`src/rtl/cx_mcast.sv`:
```
// -----------------------------------------------------------------------------
// cx_mcast -- single-entry multicast element.
//
// Accepts one packet from upstream and holds it until every destination
// channel named in its mask has taken a copy. The payload register is shared
// by all channels, and each channel retires its own pending bit independently.
// Packets with an all-zero mask are accepted and discarded. Discards are
// counted in a saturating 8-bit counter.
//
// Parameters
//   DW    payload width in bits (1..64)
//   NCH   number of output channels (2..8)
//   PASS  1: a new packet may load on the same edge the last copies leave
//         0: a new packet is accepted only while the element is empty
//
// Ports
//   CLK       clock, all state changes on the rising edge
//   MR_n      synchronous active-low master reset
//   Send_in   upstream valid
//   DATA_in   upstream payload
//   MASK_in   destination mask, bit k = deliver a copy to channel k
//   Ack_out   upstream ready
//   Send_out  per-channel valid (the pending-copy register)
//   DATA_out  held payload, common to all channels
//   Ack_in    per-channel downstream ready
//   CP        one-cycle pulse following every upstream transfer
//   FEB       element empty (no pending copies)
//   DROP_CNT  number of zero-mask packets discarded, saturates at 255
// -----------------------------------------------------------------------------
module cx_mcast #(
   parameter int DW   = 16,
   parameter int NCH  = 4,
   parameter int PASS = 1
) (
   input  logic           CLK,
   input  logic           MR_n,
   input  logic           Send_in,
   input  logic [DW-1:0]  DATA_in,
   input  logic [NCH-1:0] MASK_in,
   output logic           Ack_out,
   output logic [NCH-1:0] Send_out,
   output logic [DW-1:0]  DATA_out,
   input  logic [NCH-1:0] Ack_in,
   output logic           CP,
   output logic           FEB,
   output logic [7:0]     DROP_CNT
);

   logic [DW-1:0]  data_reg, data_next;
   logic [NCH-1:0] pend_reg, pend_next;
   logic [NCH-1:0] pend_retired;
   logic           cp_reg, cp_next;
   logic [7:0]     drop_reg, drop_next;
   logic           empty;
   logic           all_taken;
   logic           up_xfer;

   // Copies still owed after this edge's downstream transfers. An Ack_in on
   // a channel with nothing pending is masked out by the AND.
   genvar gi;
   generate
      for (gi = 0; gi < NCH; gi++) begin : g_retire
         assign pend_retired[gi] = pend_reg[gi] & ~Ack_in[gi];
      end
   endgenerate

   assign empty     = (pend_reg == '0);
   assign all_taken = (pend_retired == '0);

   // In pass-through mode the element is also ready when every outstanding
   // copy is being taken at this very edge, giving one packet per cycle.
   // That is the only combinational path from Ack_in to any output.
   generate
      if (PASS != 0) begin : g_pass
         assign Ack_out = empty | all_taken;
      end else begin : g_hold
         assign Ack_out = empty;
      end
   endgenerate

   assign up_xfer = Send_in & Ack_out;

   always_comb begin
      data_next = data_reg;
      pend_next = pend_retired;
      cp_next   = up_xfer;
      drop_next = drop_reg;
      if (up_xfer) begin
         if (MASK_in == '0) begin
            // Discard: payload and pending set are left alone.
            if (drop_reg != 8'hFF) begin
               drop_next = drop_reg + 8'd1;
            end
         end else begin
            // A load overrides the retire; any old copies being taken this
            // edge have already completed their transfer.
            data_next = DATA_in;
            pend_next = MASK_in;
         end
      end
   end

   always_ff @(posedge CLK) begin
      if (!MR_n) begin
         data_reg <= '0;
         pend_reg <= '0;
         cp_reg   <= 1'b0;
         drop_reg <= 8'd0;
      end else begin
         data_reg <= data_next;
         pend_reg <= pend_next;
         cp_reg   <= cp_next;
         drop_reg <= drop_next;
      end
   end

   assign Send_out = pend_reg;
   assign DATA_out = data_reg;
   assign FEB      = empty;
   assign CP       = cp_reg;
   assign DROP_CNT = drop_reg;

endmodule

```
`config.mk`:
```
export PLATFORM = sky130hd
export DESIGN_NAME = cx_mcast
export DESIGN_NICKNAME = d
export VERILOG_FILES = /design/src/rtl/cx_mcast.sv
export SDC_FILE = /design/constraint.sdc
export NUM_CORES = 1
export LEC_CHECK = 0
export ABC_AREA = 1
export BUFFER_PORTS_ARGS = -buffer_cell sky130_fd_sc_hd__buf_2
export CAP_MARGIN = 20
export CORE_MARGIN = 3
export CORE_UTILIZATION = 41
export DETAILED_ROUTE_END_ITERATION = 7
export PLACE_DENSITY_LB_ADDON = 0.05
export SKIP_LAST_GASP = 1
export SLEW_MARGIN = 20
export SYNTH_ARGS = -nofsm -noshare
export SYNTH_HDL_FRONTEND = slang
export SYNTH_SLANG_ARGS = --single-unit
```
`constraint.sdc`:
```
create_clock -name CLK -period 1.21 [get_ports CLK]
set_input_delay 0.0605 -clock CLK [delete_from_list [all_inputs] [get_ports CLK]]
set_output_delay 0.0605 -clock CLK [all_outputs]
set_load 0.1 [all_outputs]
```
## Yosys cells after proc, flatten, opt, wreduce, memory -nomap -nowiden

Cells that the tools add are included.

- Multiplexer cells: 2
- $add $sub $neg: 1
- Reduce and logical (&&, ||, !) cells: 5
- Equal/unequal tests: 1
- Bitwise logic cells: 11

Operators with widths:

| cell | count |
|---|---|
| $logic_not A4 Y1 | 3 |
| $add A8 B1 Y8 const B | 1 |
| $mux W4 | 2 |
| $ne A8 B8 Y1 const B | 1 |
| $and A1 B1 Y1 | 5 |
| $not A1 Y1 | 5 |
| $reduce_and A3 Y1 | 1 |
| $reduce_and A2 Y1 | 1 |
| $or A1 B1 Y1 | 1 |

- Input port bits: 27
- Output and inout port bits: 31
- Word-level logic and storage cells: 24
- Flip-flop bits (word level): 29

## Logic depth before layout (Yosys ltp)

- Word-level depth: 6
- Depth in mapped cells: 9

## Worst setup path before layout

OpenSTA, ideal clock, no wires.

- Path kind: reg2out
- Start point: reg pend_reg[1], in the netlist Send_out[1]
- End point: out FEB
- Path slack: -2.537 ns
- Buffers on the path: 0
- Arrival time: 3.687 ns
- Cell stages (with the launch flop): 2
- Cell sequence: dfxtp_1 nor4_1

- Longest elaborated chain between the ends: 1

Ends and longest elaborated chain:

| item | line | text |
|---|---|---|
| start: declaration | 50 | `logic [NCH-1:0] pend_reg, pend_next;` |
| start signal: assignment | 111 | `pend_reg <= pend_next;` |
| $logic_not A4 Y1 | 67 | `assign empty = (pend_reg == '0);` |
| end: declaration | 45 | `output logic FEB,` |

Every way passes these cells.

## Worst setup path after layout

- Start point: reg pend_reg[2], in the netlist Send_out[2]
- End point: out FEB

Same word-level chain as after synthesis.

==> impl_metrics.yaml <==
detailed_routing:
  antenna_left: 0
  vias_per_cell: 4.85
  wl_met1_um: 1610
  totalWireLength_um: 3970
  via_count: 1514
  wl_met3_um: 158
  highest_layer: "met4"
  firstDrtPassIters: 4
  drt_iter0_drc: 108
  wl_per_cell_um: 12.7
  route.met2.wl_um: 2110
  drc: 0
grt:
  grt_usage_pct: 21.0
  antenna_found_initial: 0
  grt_pass1_wl_um: 6710
  grt_max_degree: 17
  grt_overflow_total: 0
  grt_pass1_vias: 1524
critical_path:
  r2r_start: "Send_out[2]"
  r2r_slack_ns: -0.16
  critPathRequiredTime_ns: 1.15
  critPathLaunchType: "flop"
  cp-end-kind: "primary output"
  ff2ff_path_depth: 9
  critPathArrivalTime_ns: 1.32
  critical_path_class: "reg2out"
  crit_end: "FEB"
  cp_max_fo: 2
  timing.rr.end: "DATA_out[5]"
  crit_path_start: "Send_out[2]"
timing:
  max_freq_ghz: 0.724
  fin_crit_ns: 1.38
  period_share_pct: 114
  finalSetupViolCount: 25
  hold_violations: 0
  slew_headroom_pct: 67.5
  worst_slew_pin_slew_ns: 0.491
  layout_setup_ws_ns: -0.170
  rsz0062_at_grt: "true"
  drv_slew: 0
  finalClockSkew_ns: 0.00341
  fin_hold_ws_ns: 0.0100
hold_path:
  min_path_type: "in2reg"
die:
  coreArea_mm2: 0.00290
  chipHeight_um: 62.5
  start_util_pct: 45.1
  boundaryPins: 58
  num_rows: 19
  die-area_mm2: 0.00391
  dieWidth_um: 62.5
logic_synthesis:
  synth_edf_count: 0
  async_reset_ff_share_pct: 0
  yosys.area.top_type: "dfxtp_1"
  syn_nets: 209
  ys.warnings.count: 0
  syn_area_per_cell_um2: 7.23
  syn_inst: 181
  synthTopCellsByCount: "nand2_1 (51), dfxtp_1 (29), nor2_1 (26)"
  synth_top_cells_by_area: "dfxtp_1 (44%), nand2_1 (15%), nand3b_1 (9.8%), nor2_1 (7.5%), a21oi_1 (6.1%)"
  seq_area_frac_synth_pct: 44.4
  synth.most_common_cell: "nand2_1"
  netlist_area_mm2: 0.00131
  ys_seq_elements: 29
  synth-main-ff-cell: "dfxtp_1"
  synth.top_cell.area_share_pct: 44.4
  synth_cell_type_count: 21
power:
  p_leak_uw: 0.00108
  vdd_drop_max_uv: 925
  powerDensity_mw_per_mm2: 1110
  total_power_uw: 2560
cells_and_area:
  finalInstanceArea_mm2: 0.00231
  diodes: 0
  area_growth_pct: 76.9
  num-fill-cells: 202
  drive_above_1_share_pct: 48.1
  fin_nets: 297
  fin_util_pct: 79.8
place:
  routabilityCongestion: 0.847
  place_area_mm2: 0.00200
  portBuffers: 57
  dp_hpwl_um: 2680
run:
  drv_cap: 0
clock_network:
  cts_tree: "built"
  cts_htree_levels: 2
  clock-root-buffer: "clkbuf_4"
  clock_path_buffers: 2
  cts_buffers: 5
  clk_latency_ns: 0.32
  cts_sinks: 29
  clk_pin_slew_ns: 0.09
status:
  violations: "negative setup slack"
  status: "complete, but fails checks"
==> worst min path at each step <==
stage,from,to,cells after the start
2_1_floorplan,MASK_in[2],Send_out[2],2
3_3_place_gp,MASK_in[1],Send_out[1],3
3_5_place_dp,MASK_in[2],Send_out[2],3
4_1_cts,MASK_in[3],Send_out[3],3
5_1_grt,DATA_in[12],DATA_out[12],3
6_report,DATA_in[10],DATA_out[10],3
==> critical path, cell delays in order (launching register included) <==
cell     delay [ns]
dfxtp_4        0.36
buf_6          0.12
nor4_4         0.31
buf_12         0.21
==> kinds of logic after synthesis <==
family | share of synthesized area, %
and+or+nand+nor | 38.3
DFF | 44.4
buffers and inverters | 8.32
AOI/OAI and AO/OA | 8.03
adders and majority gates | 0.956
==> cells in the final DEF (no fill, tap or decap), types with 4 or more instances in the layout <==
cell type,n
dfxtp_1,20
dlygate4sd3_1,9
nand2_2,16
a21oi_1,15
inv_1,18
nor2_1,21
nand3b_1,17
buf_6,5
buf_2,41
nand2_4,4
buf_4,16
buf_12,12
dfxtp_4,5
clkbuf_4,9
dfxtp_2,4
nand2_1,32
==> cell type report <==
cell class              instances  area [um2]  share of cell area, %
multi-input cells             127         793                   34.3
repair buffers                 87         742                   32.1
flip-flops and latches         29         604                   26.1
inverters                      19        71.3                   3.08
well taps                      42        52.6                   2.27
clock buffers                   6        41.3                   1.78
clock inverters                 2        10.0                  0.432
==> state kept, by name, indices dropped and copies added, names as in the netlist <==
register / count
DROP_CNT: 8
Send_out: 4
DATA_out: 16
CP: 1
==> per-layer routing <==
layer  up-vias  global-route usage, %
li1        757                      -
met1       708                   22.7
met2        39                   39.3
met3        10                   4.50
met4         0                   8.54
met5         -                      0
==> report_power, final <==
| part | leakage (uW) | internal [uW] | switching, uW |
|---|---|---|---|
| sequential | 0.000243 | 1000 | 33.3 |
| clock | 0.0000320 | 221 | 335 |
| combinational | 0.000801 | 302 | 671 |
==> stage by stage <==
stage	worst slack [ns]	setup TNS [ns]	cells
after floorplan	-0.629	-14.00	181
after global placement	-0.0373	-0.100	288
after detailed placement	-0.116	-0.459	288
after CTS	-0.182	-3.24	310
after global routing	-0.240	-4.94	312
final	-0.170	-2.64	312
==> repair_timing <==
| item | 4_1_cts | 5_1_grt |
|---|---|---|
| gates resized for setup | 6 | 28 |
| endpoints found under the setup margin | 25 | 34 |
| pin swaps | 7 | 8 |
| hold buffers | 9 | 0 |
| setup buffers | 4 | 2 |
| endpoints found under the hold margin | 9 | 0 |
| cloned | 1 | 0 |
Power figures use the tool's default switching activity.
